### src/rtl/sync_fifo.sv
// sync_fifo: single-clock FIFO with integrated storage.
//
// Binary read/write pointers carry one extra wrap bit, so the low ADDRSIZE
// bits address the storage and the MSB tells full apart from empty. Every
// status output is a register loaded from next-state values. As a result,
// each flag is already correct after the edge that changes occupancy.
//
// Parameters:
//   DATASIZE   - word width in bits
//   ADDRSIZE   - log2 of depth (DEPTH = 2**ADDRSIZE)
//   AFULL_LVL  - walmost_full when occupancy >= AFULL_LVL (1..DEPTH)
//   AEMPTY_LVL - ralmost_empty when occupancy <= AEMPTY_LVL (0..DEPTH-1)
//
// Ports:
//   clk           in   rising-edge clock
//   rst           in   synchronous reset, active-high (highest priority)
//   clr           in   synchronous flush, active-high; winc/rinc ignored
//   winc, wdata   in   write request and data
//   rinc          in   read request
//   rdata         out  head-of-queue word (combinational, valid while !rempty)
//   wfull         out  FIFO full
//   rempty        out  FIFO empty
//   walmost_full  out  occupancy >= AFULL_LVL
//   ralmost_empty out  occupancy <= AEMPTY_LVL
//   count         out  occupancy 0..DEPTH
//   overflow      out  sticky: write attempted while full
//   underflow     out  sticky: read attempted while empty
module sync_fifo #(
    parameter int DATASIZE   = 8,
    parameter int ADDRSIZE   = 4,
    parameter int AFULL_LVL  = (1 << ADDRSIZE) - 2,
    parameter int AEMPTY_LVL = 2
) (
    input  logic                clk,
    input  logic                rst,
    input  logic                clr,
    input  logic                winc,
    input  logic [DATASIZE-1:0] wdata,
    input  logic                rinc,
    output logic [DATASIZE-1:0] rdata,
    output logic                wfull,
    output logic                rempty,
    output logic                walmost_full,
    output logic                ralmost_empty,
    output logic [ADDRSIZE:0]   count,
    output logic                overflow,
    output logic                underflow
);

    localparam int DEPTH = 1 << ADDRSIZE;
    localparam logic [ADDRSIZE:0] AFULL_C  = (ADDRSIZE+1)'(AFULL_LVL);
    localparam logic [ADDRSIZE:0] AEMPTY_C = (ADDRSIZE+1)'(AEMPTY_LVL);

    logic [DATASIZE-1:0] mem [DEPTH];

    logic [ADDRSIZE:0] wptr, rptr;
    logic [ADDRSIZE:0] wptr_next, rptr_next, count_next;
    logic              wa, ra;

    // Acceptance depends only on the registered flags. Because of this, a
    // write and a read issued together at a boundary resolve deterministically.
    assign wa = winc & ~wfull;
    assign ra = rinc & ~rempty;

    assign wptr_next  = wptr + (ADDRSIZE+1)'(wa);
    assign rptr_next  = rptr + (ADDRSIZE+1)'(ra);
    assign count_next = count + (ADDRSIZE+1)'(wa) - (ADDRSIZE+1)'(ra);

    assign rdata = mem[rptr[ADDRSIZE-1:0]];

    // Storage is never reset. A flush discards the pending write, so stale
    // contents can never become visible again.
    always_ff @(posedge clk) begin
        if (wa && !rst && !clr) begin
            mem[wptr[ADDRSIZE-1:0]] <= wdata;
        end
    end

    always_ff @(posedge clk) begin
        if (rst || clr) begin
            wptr          <= '0;
            rptr          <= '0;
            count         <= '0;
            wfull         <= 1'b0;
            rempty        <= 1'b1;
            walmost_full  <= 1'b0;
            ralmost_empty <= 1'b1;
            overflow      <= 1'b0;
            underflow     <= 1'b0;
        end else begin
            wptr          <= wptr_next;
            rptr          <= rptr_next;
            count         <= count_next;
            // Full: same address, opposite wrap bits.
            wfull         <= (wptr_next[ADDRSIZE] != rptr_next[ADDRSIZE]) &&
                             (wptr_next[ADDRSIZE-1:0] == rptr_next[ADDRSIZE-1:0]);
            rempty        <= (wptr_next == rptr_next);
            walmost_full  <= (count_next >= AFULL_C);
            ralmost_empty <= (count_next <= AEMPTY_C);
            overflow      <= overflow  | (winc & wfull);
            underflow     <= underflow | (rinc & rempty);
        end
    end

endmodule

### config.mk
export PLATFORM = sky130hd
export DESIGN_NAME = sync_fifo
export DESIGN_NICKNAME = d
export VERILOG_FILES = /design/src/rtl/sync_fifo.sv
export SDC_FILE = /design/constraint.sdc
export NUM_CORES = 1
export LEC_CHECK = 0
export CAP_MARGIN = 20
export CORE_AREA = 5 5 109 136
export DETAILED_ROUTE_END_ITERATION = 8
export DIE_AREA = 0 0 114 141
export REMOVE_ABC_BUFFERS = 1
export SYNTH_ARGS = -nofsm -noshare
export SYNTH_HDL_FRONTEND = slang
export SYNTH_SLANG_ARGS = --single-unit
### constraint.sdc
create_clock -name clk -period 7.4 [get_ports clk]
set_clock_uncertainty 0.2 [all_clocks]
set_input_delay 2.22 -clock clk [delete_from_list [all_inputs] [get_ports clk]]
set_output_delay 2.22 -clock clk [all_outputs]
set_load 0.1 [all_outputs]
After elaboration in Yosys (flattened, before gate mapping)
Memories as Yosys holds them, arrays and structs flattened. A register that Yosys moved wholly into a read port is not among the register bits.
Cells that the tools add are included.
Storage, ports and cells
  flip-flop bits (word level): 21
  bits in latches: 0
  bits in writable memories: 128
  memory bits (read-only): 0
  output and inout bits: 19
  memories: 1
Memory list
  mem: words 16, width 8, read ports 1, clocked after Yosys merged registers in 1, write ports 1, line 54  | logic [DATASIZE-1:0] mem [DEPTH];
Cells by class
  add/subtract/negate cells: 4
  multiply operators: 0
  divide/modulo/power cells: 0
  order comparisons: 2
  eq/ne operators: 3
  shifts and indexed selects: 0
  muxes and demuxes: 3
  bitwise gates (word level): 8
  reductions and logical operators: 6
Operators with widths (count)
  adder 5 x 1 -> 5 bit: 3
  equality test 5 bit: 1
  >= comparator 5 x 4 -> 1 bit (second input constant): 1
  <= comparator 5 x 2 -> 1 bit (second input constant): 1
  subtractor 5 x 1 -> 5 bit: 1
  AND 1 bit: 4
  equality test 4 bit: 1
  2-to-1 mux 4 bit: 1
  logical AND 1 bit: 3
  logical NOT 1 bit: 2
  2-to-1 mux 1 bit: 2
  NOT 1 bit: 2
  bitwise OR 1 bit: 2
  logical OR 1 bit: 1
  inequality test 1 bit: 1

Longest topological paths before layout
Gate-level depths: netlist (run 1).
  word-level depth: 6
  depth in mapped cells: 9

Worst setup path after synthesis (run 1)
Ideal clock, no wire load.
  kind: reg-to-output
  start: register rptr[1] (netlist name)
  end: output rdata[5]
  arrival: 1939 ps
  slack: 3041 ps
  stages on the path, launching flop included: 8
  path through: dfxtp_1 -> buf_6 -> and2_4 -> buf_6 -> buf_2 -> a221oi_1 -> a22oi_1 -> nand2_1
RTL lines
  end, declared: line 40  | output logic [DATASIZE-1:0] rdata,

==> impl_metrics.json, run 1 <==
{
  "status": "complete, no violations",
  "p_sw_share_pct": 22.2,
  "io_pins": 32,
  "crit_chain": "buf_4 > mux2i_1 > a221oi_1 > o21ai_0 > nand2_1 > clkdlybuf4s50_1",
  "instances_no_fill": 577,
  "ant_nets": 0,
  "cts-resized-gates": 0,
  "critPathArrivalTime_ns": 3.53,
  "grt.busiest_layer": "met2",
  "fp.coreArea_mm2": 0.0135,
  "routabilityCongestion": 0.732,
  "dp.cells": 545,
  "critPathKind": "reg -> out",
  "numClockSinks": 149,
  "min_period_over_period_pct": 80.3,
  "worst_pin_slew_ns": 0.977,
  "path_clk_slew_ns": 0.06,
  "ys_ff_latch": 149,
  "yosys_warnings": 0,
  "leakagePower_nw": 2.21,
  "power.density_mw_per_mm2": 260,
  "slowest_delay_ns": 1.13,
  "grt_pass1_wl_mm": 18.9,
  "max_freq_ghz": 0.168,
  "crit_fanout": 24,
  "insertion_delay_ns": 0.41,
  "p_sw_mw": 0.406,
  "cts_tree": "done",
  "cts_buffer_depth": 2,
  "grt_start_max_net_pins": 25,
  "synthCells": 351,
  "ctsHoldBuffers": 0,
  "area_growth_pct": 17.1,
  "cp.required_ns": 4.98,
  "htreeDepth": 4,
  "grtUsageMet1_pct": 20.1,
  "final_hold_viol_count": 0,
  "preCtsSetupSlack_ns": 1.85,
  "antenna_cells": 0,
  "grt_use_met2_pct": 26.2,
  "worst_setup_path_end_kind": "primary output",
  "fin_nets": 410,
  "drive_gt1_share_pct": 15.2,
  "relSlewSlack_pct": 34.6,
  "holdWs_ns": 0.277,
  "io_buffers": 31,
  "dr.pass1.iters": 4,
  "rsz0062_at_grt": "no",
  "fillCellCount": 1118,
  "first_iter_violations": 136,
  "setup_viol": 0,
  "p_int_mw": 1.42,
  "slew_violations": 0,
  "wl_per_cell_um": 20.2,
  "holdCritPathClass": "reg -> reg",
  "finalSetupTns_ns": 0,
  "syn_area_per_cell_um2": 17.1,
  "maxCapViolations": 0,
  "start_util_pct": 44.3,
  "die_y_um": 141,
  "critPathSlowestCell": "clkdlybuf4s50_1",
  "std_cell_rows": 48,
  "viasPerCell": 5.37,
  "synth.distinct_cells": 39,
  "power_mw": 1.82,
  "seqPwrFrac_pct": 50.5,
  "use_met3_pct": 4.25,
  "cts_buffers": 17,
  "synth_area_mm2": 0.00599,
  "grt_overflow": 0,
  "postCtsSetupBuffers": 0,
  "die_area_mm2": 0.0161,
  "yosysSeqAreaShare_pct": 71.2,
  "pwr-share-clk_pct": 43.7,
  "grt_usage_pct": 15.8,
  "antenna_found_initial": 0,
  "cts_root_buf": "clkbuf_16",
  "grt_pass1_vias": 3323,
  "place_hpwl_mm": 7.85,
  "fin_ws_ns": 1.45,
  "die_w_um": 114,
  "start_kind": "flip-flop",
  "drt-total-wl_mm": 11.7,
  "drc": 0,
  "vias": 3101,
  "min_period_ns": 5.95,
  "ir_worst_vdd_uv": 169,
  "power_frac_comb_pct": 5.8
}
-- cell type report --
class	count	area, µm²	share of cell area, %
Inverter	5	18.8	0.267
Multi-Input combinational cell	179	1610	22.9
Clock buffer	20	447	6.36
Timing Repair Buffer	37	355	5.06
Tap cell	175	219	3.12
Sequential cell	149	4270	60.8
Clock inverter	12	108	1.53
-- worst paths after layout --
check,cells after the start,end,slack (ns),start
max reg2reg,8,ralmost_empty,4.76,rempty
min,2,underflow,0.28,underflow
max,6,rdata[2],1.45,rptr[0]
min reg2reg,2,underflow,0.28,underflow
-- cell usage in the layout (no fill, tap or decap), types with 3 or more instances in the layout --
master           count
edfxtp_1           128
mux2i_1             32
clkdlybuf4s50_1     31
nor2_1              26
dfxtp_1             20
clkbuf_16           17
a221oi_1            16
mux4_2              16
nand2_1             12
xnor2_1              9
a22oi_1              8
o21ai_0              8
ha_1                 7
and2_1               6
clkinvlp_4           6
buf_4                6
inv_1                5
xor2_1               5
nand3_1              4
a21oi_1              4
nand2b_1             3
nor3_1               3
clkinv_2             3
-- critical path: cells and delay by family (launching register included) --
kind                   cells  cell delay [ns]
buffers and inverters      2             1.60
muxes                      1             0.15
DFF                        1             0.60
and+or+nand+nor            1             0.12
AOI/OAI and AO/OA          2             0.59
-- cell usage after synthesis --
cell	number	area [µm²]
edfxtp_1	128	3840
mux2i_1	32	320
nor2_1	26	97.6
dfxtp_1	21	420
a221oi_1	16	140
mux4_2	16	360
nand2_1	12	45.0
xnor2_1	9	78.8
a22oi_1	8	60.1
o21ai_0	8	40.0
ha_1	7	87.6
and2_1	6	37.5
buf_2	6	30.0
inv_1	5	18.8
xor2_1	5	43.8
a21oi_1	4	20.0
buf_4	4	30.0
nand3_1	4	20.0
nor3_1	4	20.0
clkbuf_1	3	11.3
nand2b_1	3	18.8
a21o_1	2	15.0
buf_6	2	22.5
clkbuf_2	2	10.0
nand3b_1	2	15.0
nor2b_1	2	12.5
xnor3_1	2	45.0
a41o_1	1	10.0
and2_4	1	8.76
and3_4	1	11.3
buf_1	1	3.75
fa_1	1	20.0
nand3_2	1	10.0
nor4b_2	1	15.0
o22ai_1	1	6.26
o31ai_1	1	7.51
or2_2	1	6.26
or4_4	1	11.3
xor2_2	1	16.3
-- cell families after synthesis --
family | Yosys count | share of synthesized area [%]
DFF | 149 | 71.2
and+or+nand+nor | 65 | 5.49
muxes | 48 | 11.4
AOI/OAI and AO/OA | 41 | 4.99
buffers and inverters | 23 | 2.11
xor gates and xnor gates | 17 | 3.07
adders and majority gates | 8 | 1.80
-- power groups by stage --
| stage | Combinational [mW] | Clock, mW | Sequential, mW |
|---|---|---|---|
| after floorplan | 0.0419 | 0 | 0.968 |
| after global placement | 0.105 | 0 | 0.939 |
| after detailed placement | 0.106 | 0 | 0.939 |
| after CTS | 0.107 | 0.805 | 0.922 |
| after global routing | 0.112 | 0.851 | 0.922 |
| final | 0.105 | 0.798 | 0.921 |
-- per-stage QoR --
stage          utilization [%]  instance area, µm²
3_5_place_dp              47.8                6460
4_1_cts                   51.9                7020
6_report                  51.9                7020
3_3_place_gp              47.8                6460
2_1_floorplan                -                5880
5_1_grt                   51.9                7020
-- per-layer routing --
metal / up-vias / wire, µm
met2: 74 / 5870
met3: 16 / 465
met4: 0 / 238
li1: 1446 / -
met1: 1565 / 5080
met5: - / 0
-- registers in the layout, summed over array words and instances, names as in the netlist --
register,count
underflow,1
rptr,5
walmost_full,1
wfull,1
overflow,1
mem,128
count,5
rempty,1
wptr,5
ralmost_empty,1
(Power assumes the default switching activity.)
==> run 2: changes to the inputs <==
--- a/config.mk
+++ b/config.mk
@@ -9,6 +9,7 @@
 export CORE_AREA = 5 5 109 136
 export DETAILED_ROUTE_END_ITERATION = 8
 export DIE_AREA = 0 0 114 141
+export PLACE_DENSITY = 0.65
 export REMOVE_ABC_BUFFERS = 1
 export SYNTH_ARGS = -nofsm -noshare
 export SYNTH_HDL_FRONTEND = slang
==> constraint.sdc (replaced) <==
create_clock -name clk -period 4.86 [get_ports clk]
set_clock_uncertainty 0.2 [all_clocks]
set_input_delay 1.458 -clock clk [delete_from_list [all_inputs] [get_ports clk]]
set_output_delay 1.458 -clock clk [all_outputs]
set_load 0.1 [all_outputs]
==> run 2 against run 1 <==
Via count down 0.77%. Die area stayed put. Worst hold slack got worse by 0.0067 ns.
==> impl_metrics.json, run 2 (synthesized netlist as in run 1, its figures left out) <==
{
  "status": "complete, no violations",
  "slew_violations": 0,
  "grt_overflow": 0,
  "antenna_cells": 0,
  "crit_chain": "buf_4 > mux2i_1 > a221oi_1 > o21ai_0 > nand2_1 > buf_4",
  "relSlewSlack_pct": 34.6,
  "leakagePower_nw": 2.28,
  "crit_fanout": 16,
  "viasPerCell": 5.31,
  "die_w_um": 114,
  "place_hpwl_mm": 7.59,
  "maxCapViolations": 0,
  "cp.required_ns": 3.20,
  "critPathKind": "reg -> out",
  "final_hold_viol_count": 0,
  "dr.pass1.iters": 4,
  "p_int_mw": 2.36,
  "first_iter_violations": 163,
  "htreeDepth": 4,
  "fillCellCount": 1084,
  "routabilityCongestion": 0.788,
  "setup_viol": 0,
  "cts_buffers": 17,
  "io_buffers": 31,
  "wl_per_cell_um": 19.6,
  "vias": 3077,
  "cts-resized-gates": 0,
  "power.density_mw_per_mm2": 418,
  "drive_gt1_share_pct": 17.8,
  "start_util_pct": 44.3,
  "insertion_delay_ns": 0.41,
  "grt_usage_pct": 15.3,
  "drc": 0,
  "drt-total-wl_mm": 11.4,
  "io_pins": 32,
  "worst_setup_path_end_kind": "primary output",
  "die_y_um": 141,
  "p_sw_mw": 0.618,
  "cts_root_buf": "clkbuf_16",
  "preCtsSetupSlack_ns": 0.724,
  "ir_worst_vdd_uv": 259,
  "fp.coreArea_mm2": 0.0135,
  "power_mw": 2.98,
  "pwr-share-clk_pct": 47.5,
  "cts_buffer_depth": 2,
  "cp_common_cell": "buf_4",
  "path_clk_slew_ns": 0.06,
  "grt_pass1_wl_mm": 18.1,
  "area_growth_pct": 18.8,
  "grt_start_max_net_pins": 29,
  "max_freq_ghz": 0.228,
  "power_frac_comb_pct": 5.4,
  "p_sw_share_pct": 20.8,
  "final_common_cell": "edfxtp_1",
  "slowest_delay_ns": 0.65,
  "cts_tree": "done",
  "dp.cells": 547,
  "fin_nets": 412,
  "fin_ws_ns": 0.467,
  "multiInputGateArea_mm2": 0.00160,
  "min_period_over_period_pct": 90.4,
  "grt_pass1_vias": 3108,
  "rsz0062_at_grt": "no",
  "die_area_mm2": 0.0161,
  "worst_pin_slew_ns": 0.979,
  "critPathSlowestCell": "dfxtp_2",
  "instances_no_fill": 579,
  "ctsHoldBuffers": 0,
  "antenna_found_initial": 0,
  "regArea_mm2": 0.00427,
  "largest_reg_flops": 128,
  "std_cell_rows": 48,
  "mostFrequentLayoutCells": "edfxtp_1 (128), mux2i_1 (32), nor2_1 (26)",
  "seqPwrFrac_pct": 47.1,
  "min_period_ns": 4.39,
  "holdCritPathClass": "reg -> reg",
  "ant_nets": 0,
  "start_kind": "flip-flop",
  "numClockSinks": 149,
  "critPathArrivalTime_ns": 2.74,
  "utilization_pct": 52.7,
  "postCtsSetupBuffers": 0
}
## run 2: metrics by stage
stage	setup TNS, ns	hold WS (ns)	area [µm²]
finish	0	0.270	7120
global route	0	0.305	7120
CTS	0	0.273	7120
detailed placement	0	0.257	6470
global placement	0	0.254	6470
floorplan	-1.16	0.285	5880
## run 2: worst paths after layout
check / startpoint / end / slack (ns) / depth (start not counted)
worst min-delay path: underflow / underflow / 0.27 / 2
worst max-delay path: rptr[0] / rdata[2] / 0.47 / 6
worst min register to register: underflow / underflow / 0.27 / 2
worst max register to register: rempty / ralmost_empty / 2.37 / 8
## run 2: area by class of cell
| type | instances | area share (%) |
|---|---|---|
| sequential | 149 | 59.9 |
| multi-input combinational | 179 | 22.5 |
| clock buffer | 17 | 5.98 |
| timing repair buffer | 39 | 5.10 |
| clock inverter | 15 | 3.20 |
| tap | 175 | 3.08 |
| inverter | 5 | 0.264 |
## run 2: routing by layer
metal / GRT usage (%) / share of wire (%) / vias up
met5: 0 / 0 / -
li1: - / - / 1447
met4: 5.44 / 1.8 / 0
met2: 24.8 / 51 / 76
met3: 4.16 / 3.9 / 13
met1: 19.7 / 43 / 1541
## run 2: critical path, delay by kind of cell (launching register included)
kind / cells / cell delay, ns
AOI/OAI and AO/OA: 2 / 0.85
buffers and inverters: 2 / 0.60
DFF: 1 / 0.65
muxes: 1 / 0.11
and+or+nand+nor: 1 / 0.11
## run 2: power groups by stage
stage / combinational (mW) / sequential, mW / clock [mW]
global route: 0.171 / 1.40 / 1.50
global placement: 0.160 / 1.43 / 0
floorplan: 0.0638 / 1.47 / 0
detailed placement: 0.162 / 1.43 / 0
finish: 0.161 / 1.40 / 1.41
CTS: 0.163 / 1.40 / 1.44
==> run 3: changes to the inputs <==
--- a/config.mk
+++ b/config.mk
@@ -6,10 +6,11 @@
 export NUM_CORES = 1
 export LEC_CHECK = 0
 export CAP_MARGIN = 20
-export CORE_AREA = 5 5 109 136
+export CORE_AREA = 5 5 102 127
+export CTS_CLUSTER_DIAMETER = 30
 export DETAILED_ROUTE_END_ITERATION = 8
-export DIE_AREA = 0 0 114 141
-export PLACE_DENSITY = 0.65
+export DIE_AREA = 0 0 107 132
+export PLACE_DENSITY = 0.73
 export REMOVE_ABC_BUFFERS = 1
 export SYNTH_ARGS = -nofsm -noshare
 export SYNTH_HDL_FRONTEND = slang
==> run 3 against run 2 <==
Clock power down 11%. Non-clock buffer count unchanged. Sequential share of layout area up 1.0 points. Worst hold slack about the same. Worst setup slack better by 0.099 ns. Count of clock-buffer cells in the layout unchanged. Cell count down 6.4%. Critical path depth unchanged. Routed wire length up 0.36%. First-iteration DRC count up 75%. Largest power group is now registers.
==> impl_metrics.json, run 3 (synthesized netlist as in run 1, its figures left out) <==
{
  "antenna_cells": 0,
  "antenna_found_initial": 0,
  "holdWs_ns": 0.270,
  "path_clk_slew_ns": 0.06,
  "final_hold_viol_count": 0,
  "setup_viol": 0,
  "utilization_pct": 60.5,
  "rsz0062_at_grt": "no",
  "cts_buffers": 17,
  "r2r_cells": 8,
  "finalSetupTns_ns": 0,
  "drc": 0,
  "numClockSinks": 149,
  "area_growth_pct": 16.8,
  "postCtsSetupBuffers": 0,
  "holdCritPathClass": "reg -> reg",
  "die_y_um": 132,
  "min_period_ns": 4.29,
  "leakagePower_nw": 2.25,
  "routabilityCongestion": 0.821,
  "drive_gt1_share_pct": 17.3,
  "worst_r2r_startpoint": "rempty",
  "cp.required_ns": 3.20,
  "worstHoldStart": "underflow",
  "fin_ws_ns": 0.566,
  "mostFrequentLayoutCells": "edfxtp_1 (128), mux2i_1 (32), nor2_1 (26)",
  "ir_worst_vdd_uv": 371,
  "start_util_pct": 51.8,
  "ant_nets": 0,
  "vias": 3137,
  "crit_path_start": "rptr[0]",
  "relSlewSlack_pct": 34.6,
  "grt_pass1_vias": 3321,
  "grt_overflow": 0,
  "critPathKind": "reg -> out",
  "cts_root_buf": "clkbuf_16",
  "critPathArrivalTime_ns": 2.64,
  "crit_fanout": 15,
  "wl_per_cell_um": 21.0,
  "reg2reg_slack_ns": 2.37,
  "die_area_mm2": 0.0141,
  "grt_usage_pct": 17.6,
  "worst_pin_slew_ns": 0.978,
  "htreeDepth": 4,
  "slew_violations": 0,
  "start_kind": "flip-flop",
  "largest_reg_flops": 128,
  "status": "complete, no violations",
  "crit_end": "rdata[2]",
  "dr.pass1.iters": 4,
  "cts_buffer_depth": 2,
  "worstReg2RegEnd": "ralmost_empty",
  "cts_tree": "done",
  "grt_start_max_net_pins": 29,
  "insertion_delay_ns": 0.41,
  "io_buffers": 31,
  "grt_pass1_wl_mm": 18.4,
  "fin_nets": 412,
  "fp.coreArea_mm2": 0.0116,
  "viasPerCell": 5.79,
  "ctsHoldBuffers": 0,
  "drt-total-wl_mm": 11.4,
  "place_hpwl_mm": 7.63,
  "min_period_over_period_pct": 88.4,
  "preCtsSetupSlack_ns": 0.693,
  "io_pins": 32,
  "die_w_um": 107,
  "max_freq_ghz": 0.233,
  "worst_setup_path_end_kind": "primary output",
  "power.density_mw_per_mm2": 404,
  "maxCapViolations": 0,
  "cts-resized-gates": 0,
  "final_common_cell": "edfxtp_1",
  "first_iter_violations": 286,
  "std_cell_rows": 44
}
run 3: changes by cell type in the layout (fill, tap and decap cells not counted), sizes merged:
cell      delta
bufinv       -3
clkinv       +3
clkinvlp     -2
inv          +2
run 3: cell type report:
| class | count | area [µm²] |
|---|---|---|
| clock buffer | 17 | 425 |
| sequential | 149 | 4270 |
| multi-input combinational | 179 | 1600 |
| clock inverter | 15 | 154 |
| tap | 138 | 173 |
| fill | 842 | 4560 |
| inverter | 5 | 18.8 |
| timing repair buffer | 39 | 363 |
run 3: how the worst min path moves through the flow:
stage	to	slack [ns]	cells after the start
detailed placement	underflow	0.26	2
finish	underflow	0.27	2
global placement	overflow	0.26	2
CTS	underflow	0.28	2
floorplan	wptr[4]	0.29	2
global route	underflow	0.30	2
run 3: through the flow:
step	std cells	total power [mW]	instance area [µm²]
2_1_floorplan	333	1.54	5880
3_3_place_gp	510	1.59	6420
6_report	542	2.83	7000
5_1_grt	542	2.92	7000
4_1_cts	542	2.84	7000
3_5_place_dp	510	1.59	6420
run 3: critical path, stage by stage, from the launching register on:
cell	delay (ns)
dfxtp_2	0.54
buf_4	0.35
mux2i_1	0.14
a221oi_1	0.59
a22oi_1	0.19
nand2_1	0.11
buf_4	0.29
run 3: report_power, final:
| group | internal, mW | switching [mW] |
|---|---|---|
| clock network | 0.757 | 0.504 |
| registers | 1.40 | 0.00646 |
| logic | 0.0485 | 0.113 |
run 3: routing by layer:
metal  wire length (µm)  global-route usage [%]
met1               4660                    22.7
met3                650                    5.10
met2               5820                    28.2
met5                  0                       0
met4                269                    7.04
